File: src/rtl/ifetch_pkg.sv
// Shared types for the instruction fetch front-end.
// One buffered instruction is a PC plus its 32-bit word.
package ifetch_pkg;

    localparam int INST_WIDTH = 32;
    localparam int BEAT_BYTES = 8;
    localparam int PC_WIDTH   = 32;

    typedef struct packed {
        logic [PC_WIDTH-1:0]   pc;
        logic [INST_WIDTH-1:0] data;
    } inst_t;

endpackage

File: src/rtl/inst_fifo.sv
// Instruction buffer: up to two pushes and one pop per cycle.
// Head entry is registered so decode sees flop outputs only.
module inst_fifo
    import ifetch_pkg::*;
#(
    parameter int DEPTH = 4,
    localparam int CW = $clog2(DEPTH + 1)
) (
    input  logic          clk,
    input  logic          rst,
    input  logic          flush,
    input  logic [1:0]    push_cnt,
    input  inst_t         push_a,
    input  inst_t         push_b,
    input  logic          pop,
    output logic [CW-1:0] free,
    output logic          head_valid,
    output inst_t         head
);

    localparam int PW = $clog2(DEPTH);

    inst_t          mem_q [DEPTH];
    inst_t          mem_d [DEPTH];
    logic [PW-1:0]  rd_q, rd_d;
    logic [PW-1:0]  wr_q, wr_d;
    logic [CW-1:0]  cnt_q, cnt_d;
    logic           valid_q, valid_d;
    inst_t          head_q, head_d;
    logic           do_pop;

    assign free       = CW'(DEPTH) - cnt_q;
    assign head_valid = valid_q;
    assign head       = head_q;

    always_comb begin
        mem_d   = mem_q;
        rd_d    = rd_q;
        wr_d    = wr_q;
        cnt_d   = cnt_q;
        head_d  = '0;
        valid_d = 1'b0;
        do_pop  = pop && (cnt_q != '0);
        if (flush) begin
            rd_d  = '0;
            wr_d  = '0;
            cnt_d = '0;
        end else begin
            if (push_cnt != 2'd0) begin
                mem_d[wr_q] = push_a;
            end
            if (push_cnt == 2'd2) begin
                mem_d[wr_q + PW'(1)] = push_b;
            end
            wr_d  = wr_q + PW'(push_cnt);
            rd_d  = rd_q + PW'(do_pop);
            cnt_d = cnt_q + CW'(push_cnt) - CW'(do_pop);
            // New head comes from storage unless the fifo drains this cycle
            if ((cnt_q - CW'(do_pop)) != '0) begin
                head_d = mem_q[rd_d];
            end else if (push_cnt != 2'd0) begin
                head_d = push_a;
            end
            valid_d = (cnt_d != '0);
        end
    end

    always_ff @(posedge clk) begin
        if (rst) begin
            rd_q    <= '0;
            wr_q    <= '0;
            cnt_q   <= '0;
            valid_q <= 1'b0;
            head_q  <= '0;
        end else begin
            rd_q    <= rd_d;
            wr_q    <= wr_d;
            cnt_q   <= cnt_d;
            valid_q <= valid_d;
            head_q  <= head_d;
        end
    end

    always_ff @(posedge clk) begin
        mem_q <= mem_d;
    end

endmodule

File: src/rtl/ifetch_unit.sv
// Instruction fetch front-end: issues 64-bit beats, splits them into
// two instructions and hands them to decode in order.
module ifetch_unit
    import ifetch_pkg::*;
#(
    parameter int                    ADDR_WIDTH = PC_WIDTH,
    parameter int                    DATA_WIDTH = 64,
    parameter logic [ADDR_WIDTH-1:0] RESET_PC   = '0,
    parameter int                    FIFO_DEPTH = 4
) (
    input  logic                  clk,
    input  logic                  rst,
    input  logic                  redirect_valid,
    input  logic [ADDR_WIDTH-1:0] redirect_pc,
    output logic                  i_ncs,
    output logic                  i_nwe,
    output logic [ADDR_WIDTH-1:0] i_addr,
    output logic [DATA_WIDTH-1:0] i_wdata,
    output logic [DATA_WIDTH-1:0] i_wmask,
    input  logic [DATA_WIDTH-1:0] i_rdata,
    input  logic                  i_stall,
    output logic                  inst_valid,
    input  logic                  inst_ready,
    output logic [31:0]           inst_data,
    output logic [ADDR_WIDTH-1:0] inst_pc
);

    localparam int CW = $clog2(FIFO_DEPTH + 1);
    localparam logic [ADDR_WIDTH-1:0] BEAT_MASK = ~ADDR_WIDTH'(BEAT_BYTES - 1);
    localparam logic [ADDR_WIDTH-1:0] WORD_MASK = ~ADDR_WIDTH'(3);
    localparam logic [CW:0] NEED_IDLE = (CW + 1)'(2);
    localparam logic [CW:0] NEED_BUSY = (CW + 1)'(4);

    logic [ADDR_WIDTH-1:0] fetch_pc_q, fetch_pc_d;
    logic [ADDR_WIDTH-1:0] req_pc_q, req_pc_d;
    logic                  inflight_q, inflight_d;
    logic [ADDR_WIDTH-1:0] req_base;
    logic [CW-1:0]         free;
    logic                  req;
    logic                  accept;
    logic [1:0]            push_cnt;
    inst_t                 push_a, push_b;
    inst_t                 head;

    // Only request when the fifo can absorb this beat plus any in flight
    always_comb begin
        req        = !rst && !redirect_valid &&
                     ({1'b0, free} >= (inflight_q ? NEED_BUSY : NEED_IDLE));
        accept     = req && i_stall;
        fetch_pc_d = fetch_pc_q;
        if (redirect_valid) begin
            fetch_pc_d = redirect_pc & WORD_MASK;
        end else if (accept) begin
            fetch_pc_d = (fetch_pc_q & BEAT_MASK) + ADDR_WIDTH'(BEAT_BYTES);
        end
        inflight_d = accept;
        req_pc_d   = accept ? fetch_pc_q : req_pc_q;
    end

    always_comb begin
        req_base = req_pc_q & BEAT_MASK;
        push_cnt = 2'd0;
        push_a   = '0;
        push_b   = '0;
        if (inflight_q && !redirect_valid) begin
            if (req_pc_q[2]) begin
                push_cnt = 2'd1;
                push_a   = '{pc: req_base + ADDR_WIDTH'(4),
                             data: i_rdata[63:32]};
            end else begin
                push_cnt = 2'd2;
                push_a   = '{pc: req_base, data: i_rdata[31:0]};
                push_b   = '{pc: req_base + ADDR_WIDTH'(4),
                             data: i_rdata[63:32]};
            end
        end
    end

    always_ff @(posedge clk) begin
        if (rst) begin
            fetch_pc_q <= RESET_PC;
            req_pc_q   <= '0;
            inflight_q <= 1'b0;
        end else begin
            fetch_pc_q <= fetch_pc_d;
            req_pc_q   <= req_pc_d;
            inflight_q <= inflight_d;
        end
    end

    inst_fifo #(
        .DEPTH(FIFO_DEPTH)
    ) u_fifo (
        .clk       (clk),
        .rst       (rst),
        .flush     (redirect_valid),
        .push_cnt  (push_cnt),
        .push_a    (push_a),
        .push_b    (push_b),
        .pop       (inst_ready),
        .free      (free),
        .head_valid(inst_valid),
        .head      (head)
    );

    assign i_ncs     = !req;
    assign i_nwe     = 1'b1;
    assign i_addr    = fetch_pc_q & BEAT_MASK;
    assign i_wdata   = '0;
    assign i_wmask   = '0;
    assign inst_data = head.data;
    assign inst_pc   = head.pc;

endmodule

File: config.mk
export PLATFORM = sky130hd
export DESIGN_NAME = ifetch_unit
export DESIGN_NICKNAME = d
export VERILOG_FILES = /design/src/rtl/ifetch_pkg.sv /design/src/rtl/inst_fifo.sv /design/src/rtl/ifetch_unit.sv
export SDC_FILE = /design/constraint.sdc
export NUM_CORES = 1
export LEC_CHECK = 0
export BUFFER_PORTS_ARGS = -buffer_cell sky130_fd_sc_hd__buf_4
export CAP_MARGIN = 25
export CORE_MARGIN = 4
export CORE_UTILIZATION = 55
export CTS_CLUSTER_SIZE = 20
export DETAILED_ROUTE_END_ITERATION = 7
export PLACE_DENSITY = 0.88
export SETUP_SLACK_MARGIN = 0.1
export SYNTH_ARGS = -nofsm -noshare
export SYNTH_HDL_FRONTEND = slang
export SYNTH_SLANG_ARGS = --single-unit
File: constraint.sdc
create_clock -name clk -period 10.86 [get_ports clk]
set_clock_uncertainty 0.15 [all_clocks]
set_input_delay 1.086 -clock clk [delete_from_list [all_inputs] [get_ports clk]]
set_output_delay 1.086 -clock clk [all_outputs]
set_load 0.05 [all_outputs]
Word level (Yosys, flattened, before mapping)
Cells that the tools add are included.

Flip-flop bits (word level): 393. Bits in latches: 0. Bits in writable memories: 0. Memory bits (read-only): 0. Input bits: 101. Output and inout port bits: 227. Logic and storage cells: 76. Memories: 0.

Add/subtract/negate cells: 9. Multiply operators: 0. Div/mod/pow operators: 0. Magnitude comparators: 6. Equal/unequal tests: 1. Shifts and indexed selects: 0. Multiplexer cells: 23. Bitwise logic cells: 3. Reduce and logical (&&, ||, !) cells: 16.

Operators by type and width (number): two-way mux 256 bit (3); two-way mux 64 bit (10); bitwise mux 256 bit (2); demux 64 bit (select 2 bit) (2); binary-select mux 64 bit (select 2 bit) (1); two-way mux 32 bit (2); adder 32 x 3 -> 32 bit, second input constant (1); adder 32 x 4 -> 32 bit, second input constant (1); >= comparator 3 bit, second input constant (3); inverter 2 -> 3 bit (3); nonzero test 3 bit (3); logical AND 1 bit (7); less-than comparator 3 x 1 -> 1 bit, second input constant (2); subtractor 3 x 1 -> 3 bit (2); two-way mux 2 bit (2); nonzero test 2 bit (2); adder 3 x 2 -> 3 bit (1); >= comparator 3 bit (1); logical NOT 1 bit (3); two-way mux 3 bit (1); subtractor 3 bit, first input constant (1); adder 2 x 1 -> 2 bit (1); adder 2 x 1 -> 2 bit, second input constant (1); adder 2 bit (1); 2 further kinds (2).

Logic depth before layout (Yosys ltp)
Gate-level depths: netlist of the first run.

Depth in word-level cells: 10. Gate-level depth with buffers: 11. Depth with buffers taken out: 11.

Cells and area by module
Synthesis of the first run repeated with hierarchy kept, for this count alone.

Cells, all modules: 2246. Area, all modules: 23057.1 um^2.

Modules (own cells, without submodules): inst_fifo (instances 1, cells an instance 1539, area an instance 17737.0 um^2, sequential area each 9128.8 um^2); ifetch_unit (instances 1, cells an instance 707, area an instance 5320.1 um^2, sequential area each 1221.2 um^2).

Worst setup path after synthesis of the first run
Ideal clock, no wire load.

Path kind: input to register. Start: in redirect_valid. End: reg fetch_pc_q[24]. Setup time: 0.171 ns. Data arrival time: 9.108 ns. Data required time: 10.539 ns. Slack: 1.432 ns. Stages on the path: 5. Path buffers: 2. Path through: buf_2 > inv_2 > clkbuf_1 > o21bai_1 > a21oi_1.

Word-level cells in the longest chain between the ends: 5. Elaborated cells on any way between the ends: 6. Classes of those cells: mux: 1; reduce/logical: 5.

Ends and longest elaborated chain: start, declared (RTL line ifetch_unit.sv:13) `input logic redirect_valid,`; logical NOT 1 bit (RTL line ifetch_unit.sv:47) `req = !rst && !redirect_valid &&`; logical AND 1 bit (2 in a row) (RTL line ifetch_unit.sv:47); logical AND 1 bit (RTL line ifetch_unit.sv:49) `accept = req && i_stall;`; nonzero test 2 bit (no source line); end signal, assigned (RTL line ifetch_unit.sv:85) `fetch_pc_q <= fetch_pc_d;`; end, declared (RTL line ifetch_unit.sv:34) `logic [ADDR_WIDTH-1:0] fetch_pc_q, fetch_pc_d;`.

Several ways; a longest one is shown, not always the timed one. A chain may end at the register's enable or synchronous reset.

Final worst setup path of the first run
Start: in redirect_valid. End: reg u_fifo.mem_q[50] in the netlist's numbering, data pin.

Word-level cells in the longest chain between the ends: 8. Elaborated cells on any way between the ends: 12. Classes of those cells: eq/ne: 1; mux: 8; reduce/logical: 3.

Ends and longest elaborated chain: logical NOT 1 bit (*) (RTL line ifetch_unit.sv:65) `if (inflight_q && !redirect_valid) begin`; logical AND 1 bit (*) (RTL line ifetch_unit.sv:65); two-way mux 64 bit / two-way mux 2 bit (equally long branches) (RTL line ifetch_unit.sv:65); bitwise mux 256 bit / nonzero test 2 bit (equally long branches) (RTL line inst_fifo.sv:50, inst_fifo.sv:49); two-way mux 256 bit (RTL line inst_fifo.sv:49) `if (push_cnt != 2'd0) begin`; two-way mux 256 bit (RTL line inst_fifo.sv:44) `if (flush) begin`; bitwise mux 256 bit (RTL line inst_fifo.sv:53) `mem_d[wr_q + PW'(1)] = push_b;`; two-way mux 256 bit (*) (RTL line inst_fifo.sv:52) `if (push_cnt == 2'd2) begin`; end signal, assigned (RTL line inst_fifo.sv:85) `mem_q <= mem_d;`; end, declared (RTL line inst_fifo.sv:23) `inst_t mem_q [DEPTH];`.

Mark *: on every way between the ends. The rest lies on a longest branch, timed or not. The select of a mux whose other input is x is not followed.

==> results.cfg, run 1 <==
[global_route]
grt_pass1_vias = 14218
grt_pass1_wl_um = 77400
gr-max-usage-layer = met2
grt_use_met1_pct = 32.5
track_usage_pct = 24.7
met2_usage_pct = 41.1
use_met3_pct = 4.35
grt_start_max_net_pins = 141
antenna_found_initial = 1
grt.overflow.total = 0

[sta]
rsz0062_at_grt = no
max_freq_ghz = 0.225
final.min_clock_period_ns = 4.45
setup_ws_ns = 6.41
setup_tns_ns = 0
final_hold_viol_count = 0
slew_headroom_pct = 29.2
setup_viol = 0
slew_viol_final = 0
finalCritPeriodShare_pct = 41.0
max_slew.worst_pin.slew_ns = 1.06

[worst_setup_path]
crit_path_start_kind = input pin
max_stage_delay_ns = 0.91
worst_r2r_endpoint = u_fifo.mem_q[50]
cp_max_fo = 42
reg2reg_slack_ns = 6.88
r2r_cells = 6
r2r-start = inflight_q
slowest_stage = nand2_2
worst_setup_path_end_kind = register
cp_data_arrival_time_ns = 4.59
crit_start = redirect_valid
worstPathRequired_ns = 11.00
crit_chain = buf_4, nor2b_1, buf_4, nand3_2, nand2_2, buf_4, mux2_2
crit_top_cell = buf_4
criticalPathCategory = in2reg

[floorplanning]
dieWidth_um = 197
rows = 69
die_area_sq_um = 38900
core-area_sq_um = 35500
chipHeight_um = 197
initial_utilization_pct = 55.5
ios = 328

[power]
p_leak_nw = 8.65
power.density_nw_per_um2 = 171
peakVddDrop_uv = 135
p_total_w = 0.00380

[route]
detail-route-antenna-nets = 0
viasPerCell = 6.10
routed_wl_um = 50400
vias = 14482
drc = 0
firstDrtPassIters = 6
drtIter0Drc = 1534
wl_per_cell_um = 21.2

[outcome]
status = completed

[yosys]
ys_types = 50
synth_warnings = 0
synth_edf_count = 256
async_flop_share_pct = 0
synth_area_leaders = edfxtp_1 39%, dfxtp_1 14%, mux4_2 7.3%
synth_cells = 1764
ys_seq_area_share_pct = 52.5
synth_area_sq_um = 19700
synth_flop_cell = edfxtp_1
netlist.area_leader.share_pct = 39.0
synth_area_leader_cell = edfxtp_1
synth-seq-cells = 389
avgSynthCellArea_sq_um = 11.2

[finish]
area_growth_syn_to_layout_pct = 13.0
nNetsFinal = 1994
drive_above_1_share_pct = 23.6
n_antenna_cell = 0

[place]
dpl.hpwl_um = 29800
port_buffers = 193
gp_congestion = 0.837
dp_slack_ns = 5.94

[clock_tree]
cts.sinks = 389
clk_latency_ns = 0.54
htreeDepth = 2
clkTransAtPathRegs_ns = 0.06
postCtsHoldBufs = 0
cts.path.max_buffers = 3
cts_buffers = 41
cts-resized-gates = 0
cts_tree = done
post_cts_buffers = 0
cts_root_buf = clkbuf_16

[min_path]
hold_path.class = reg2reg
whs_path_depth = 2
hp-start = fetch_pc_q[2]
whs_endpoint = req_pc_q[2]

[run]
maxCapViolations = 0
[how the worst max path moves through the flow]
stage                       end  slack [ns]
2_1_floorplan    fetch_pc_q[24]        1.43
3_3_place_gp   u_fifo.mem_q[50]        5.95
3_5_place_dp   u_fifo.mem_q[43]        5.94
4_1_cts        u_fifo.mem_q[50]        6.49
5_1_grt        u_fifo.mem_q[50]        6.32
6_report       u_fifo.mem_q[50]        6.41
[cells in the mapped netlist, drive strengths merged (8+ instances only)]
library cell,count
mux4,64
nand4,10
xnor2,8
nand2,169
inv,14
a21oi,85
dfxtp,133
xor2,12
a31oi,8
and2,11
nor3b,9
nor4,9
buf,201
a22o,62
ha,10
clkbuf,72
nor2,274
o22ai,101
edfxtp,256
mux2,87
mux2i,67
nand3,26
and3,16
[worst max-delay path: cells and delay by family]
| kind | cells | cell delay [ns] |
|---|---|---|
| buffers and inverters | 3 | 1.16 |
| muxes | 1 | 0.42 |
| and+or+nand+nor | 3 | 1.88 |
[power by group]
part           leakage, nW  switching, W  internal (W)  total (W)
combinational         4.37      0.000402      0.000202   0.000604
clock                0.679      0.000578      0.000865    0.00144
sequential            3.59     0.0000611       0.00169    0.00175
[sequential cells by signal (all words and copies together) (netlist names)]
| name | count |
|---|---|
| fetch_pc_q | 30 |
| inflight_q | 1 |
| u_fifo.head | 64 |
| u_fifo.cnt_q | 3 |
| u_fifo.wr_q | 2 |
| u_fifo.rd_q | 2 |
| req_pc_q | 30 |
| u_fifo.head_valid | 1 |
| u_fifo.mem_q | 256 |
[per-layer routing]
| metal | up-vias | share of wire, % |
|---|---|---|
| met3 | 143 | 11 |
| met2 | 953 | 48 |
| met4 | 2 | 3.6 |
| met5 | - | 0.026 |
| met1 | 6986 | 37 |
| li1 | 6398 | - |
[layout make-up]
type | instances | area [sq um]
inverter | 14 | 60.1
multi-input combinational | 1218 | 8200
timing repair buffer | 218 | 1680
tap | 461 | 577
clock buffer | 62 | 1210
fill | 2636 | 13200
clock inverter | 14 | 178
sequential | 389 | 10400
[kinds of logic (layout without fill, tap and decap cells)]
kind of cell,after synthesis,in the layout,share of synthesized area (%)
buffers and inverters,287,308,8.67
xor gates and xnor gates,20,20,0.889
DFF,389,389,52.5
muxes,218,218,15.7
other,2,132,0.0381
and+or+nand+nor,554,554,12.0
adders and majority gates,11,11,0.737
AOI/OAI and AO/OA,283,283,9.46
[placed cells by master, fill, tap and decap left out, types with 16 or more instances in the layout]
cell	count
a21oi_1	85
a22o_1	62
and3_1	16
buf_4	215
clkbuf_16	43
conb_1	132
dfxtp_1	132
edfxtp_1	256
mux2_2	87
mux2i_1	67
mux4_2	64
nand2_1	164
nand3_1	23
nor2_1	272
o22ai_1	101
[per-stage QoR]
stage | area [sq um] | cells | hold WS, ns | util, %
after detailed placement | 20800 | 2298 | 0.294 | 58.7
after global routing | 22300 | 2376 | 0.330 | 62.7
final | 22300 | 2376 | 0.299 | 62.7
after floorplan | 20200 | 1894 | 0.277 | -
after CTS | 22200 | 2374 | 0.299 | 62.6
after global placement | 20800 | 2297 | 0.288 | 58.6
No activity file was read; power rests on OpenSTA's default activity.
==> inputs of run 2 (changes only) <==
--- a/config.mk
+++ b/config.mk
@@ -5,6 +5,7 @@
 export SDC_FILE = /design/constraint.sdc
 export NUM_CORES = 1
 export LEC_CHECK = 0
+export ABC_AREA = 1
 export BUFFER_PORTS_ARGS = -buffer_cell sky130_fd_sc_hd__buf_4
 export CAP_MARGIN = 25
 export CORE_MARGIN = 4
==> constraint.sdc (replaced) <==
create_clock -name clk -period 4.45 [get_ports clk]
set_clock_uncertainty 0.15 [all_clocks]
set_input_delay 0.445 -clock clk [delete_from_list [all_inputs] [get_ports clk]]
set_output_delay 0.445 -clock clk [all_outputs]
set_load 0.05 [all_outputs]
==> run 2 against run 1 <==
Non-clock buffer count grew 7. Total power rose to 2.5 times the previous value. Sequential power rose by 140%. Area after synthesis increased by 7.1%. Via count grew 30%. Critical path depth rose by 6. Hold slack got worse by 0.27 ns. Die area rose by 6.8%. Setup slack worse by 5.4 ns. Combinational power grew to 3.1 times the previous value. First-iteration DRC count grew 51%. Largest power group unchanged.
==> results.cfg, run 2 <==
[outcome]
status = completed

[floorplanning]
chipHeight_um = 204
initial_utilization_pct = 55.9
dieWidth_um = 204
die_area_sq_um = 41500
rows = 71
core-area_sq_um = 37800
ios = 328

[clock_tree]
postCtsHoldBufs = 0
cts-resized-gates = 0
htreeDepth = 2
clkTransAtPathRegs_ns = 0.06
post_cts_buffers = 0
cts_tree = done
cts.path.max_buffers = 3
cts_buffers = 42
clk_latency_ns = 0.55
cts.sinks = 389
cts_root_buf = clkbuf_16

[sta]
final.min_clock_period_ns = 3.44
finalCritPeriodShare_pct = 77.4
final_hold_viol_count = 0
setup_tns_ns = 0
max_freq_ghz = 0.290
rsz0062_at_grt = no
setup_viol = 0
max_slew.worst_pin.slew_ns = 1.01
slew_headroom_pct = 32.7
slew_viol_final = 0

[min_path]
hold_path.class = in2reg

[yosys]
netlist.area_leader.share_pct = 36.4
yosysMostFrequentCell = nand2_1
synth_area_leader_cell = edfxtp_1
ys_types = 43
synth_warnings = 0
synth_area_leaders = edfxtp_1 36%, dfxtp_1 13%, nand2_1 12%
synth_edf_count = 256
avgSynthCellArea_sq_um = 7.82
synth-seq-cells = 389
synth_cells = 2698
yosys-top-cells-count = 670 x nand2_1, 344 x o21ai_0, 318 x nor2_1
synth_flop_cell = edfxtp_1
async_flop_share_pct = 0
ys_seq_area_share_pct = 49.1
synth_area_sq_um = 21100

[worst_setup_path]
cp_max_fo = 28
criticalPathCategory = reg2reg
crit_path_start_kind = register
worst_setup_path_end_kind = register
worstPathRequired_ns = 4.79
cp_data_arrival_time_ns = 3.79

[power]
p_leak_nw = 10.1
p_total_w = 0.00958
power.density_nw_per_um2 = 408
peakVddDrop_uv = 250

[global_route]
grt.overflow.total = 0
antenna_found_initial = 0
grt_pass1_wl_um = 91000
track_usage_pct = 26.7
grt_start_max_net_pins = 180
grt_pass1_vias = 17758

[route]
routed_wl_um = 58600
drc = 0
detail-route-antenna-nets = 0
wl_per_cell_um = 17.6
firstDrtPassIters = 8
drtIter0Drc = 2309
vias = 18842
viasPerCell = 5.66

[finish]
postLayoutCellArea_sq_um = 23500
mostFrequentLayoutCell = nand2_1
top_register = u_fifo.mem_q
n_antenna_cell = 0
nNetsFinal = 2895
drive_above_1_share_pct = 11.1
mostFrequentLayoutCells = 669 x nand2_1, 344 x o21ai_0, 318 x nor2_1
largest_reg_flops = 256
area_growth_syn_to_layout_pct = 11.2

[place]
dpl.hpwl_um = 34800
port_buffers = 193
gp_congestion = 0.872
dpl-instance-area_sq_um = 22100

[run]
maxCapViolations = 0
-- run 2: cell count changes after synthesis, moves of 21 or more --
cell and delta:
nand3_1 +21, buf_2 +45, inv_1 +256, mux4_2 -64, o21ai_1 +50, mux2_2 -87
nand2_1 +501, mux2i_1 -67, o21ai_0 +343, a22o_1 -62, nor2_1 +45, o211ai_1 +25
-- run 2: worst paths after layout --
check                        from             end  slack (ns)  depth (start not counted)
setup reg to reg  u_fifo.cnt_q[0]  fetch_pc_q[12]        1.01                         13
hold reg to reg     fetch_pc_q[2]   fetch_pc_q[2]        0.31                          2
setup / recovery  u_fifo.cnt_q[0]  fetch_pc_q[12]        1.01                         13
hold / removal     redirect_pc[2]   fetch_pc_q[2]        0.03                          3
-- run 2: report_power, final --
part / leakage [nW] / internal, W / total (W) / switching (W)
clock: 0.662 / 0.00199 / 0.00343 / 0.00144
combinational: 5.89 / 0.000472 / 0.00186 / 0.00139
sequential: 3.59 / 0.00414 / 0.00428 / 0.000139
-- run 2: worst max-delay path: stages (launching register included) --
cell	delay, ns
dfxtp_1	0.34
inv_1	0.09
ha_1	0.20
ha_1	0.27
inv_1	0.04
ha_1	0.28
nand3_1	0.08
nand3_1	0.18
nand3_2	0.52
inv_1	0.82
nand3_1	0.15
nand3_1	0.13
nand2_1	0.05
inv_1	0.07
-- run 2: logic make-up after synthesis --
family	after synthesis	share of synthesized area [%]
compound gates	634	16.2
buf+inv	594	13.9
simple gates	1052	19.5
flops	389	49.1
xor+xnor	16	0.664
other cells	2	0.0356
fa+ha+maj	11	0.688
-- run 2: area by class of cell --
type	count	area [sq um]
inverter	280	1060
clock buffer	64	1200
timing repair buffer	225	1730
clock inverter	14	143
fill	3086	14300
multi-input combinational	1845	8320
sequential	389	10300
tap	511	639
-- run 2: through the flow --
step / hold WS [ns] / worst slack (ns) / utilization (%) / instances
after CTS: 0.00639 / 1.09 / 62.1 / 3327
after global routing: 0.0253 / 0.741 / 62.1 / 3328
after floorplan: 0.287 / 1.38 / - / 2828
after global placement: 0.299 / 1.17 / 58.5 / 3248
after detailed placement: 0.305 / 1.05 / 58.5 / 3249
final: 0.0297 / 1.01 / 62.1 / 3328
-- run 2: metal layers --
layer	track usage [%]	wire length (um)	share of wire, %	vias up
met1	34.7	21000	36	8567
met2	45.0	28000	48	1368
met5	0	0	0	-
li1	-	-	-	8725
met3	5.01	7600	13	182
met4	9.73	1970	3.4	0
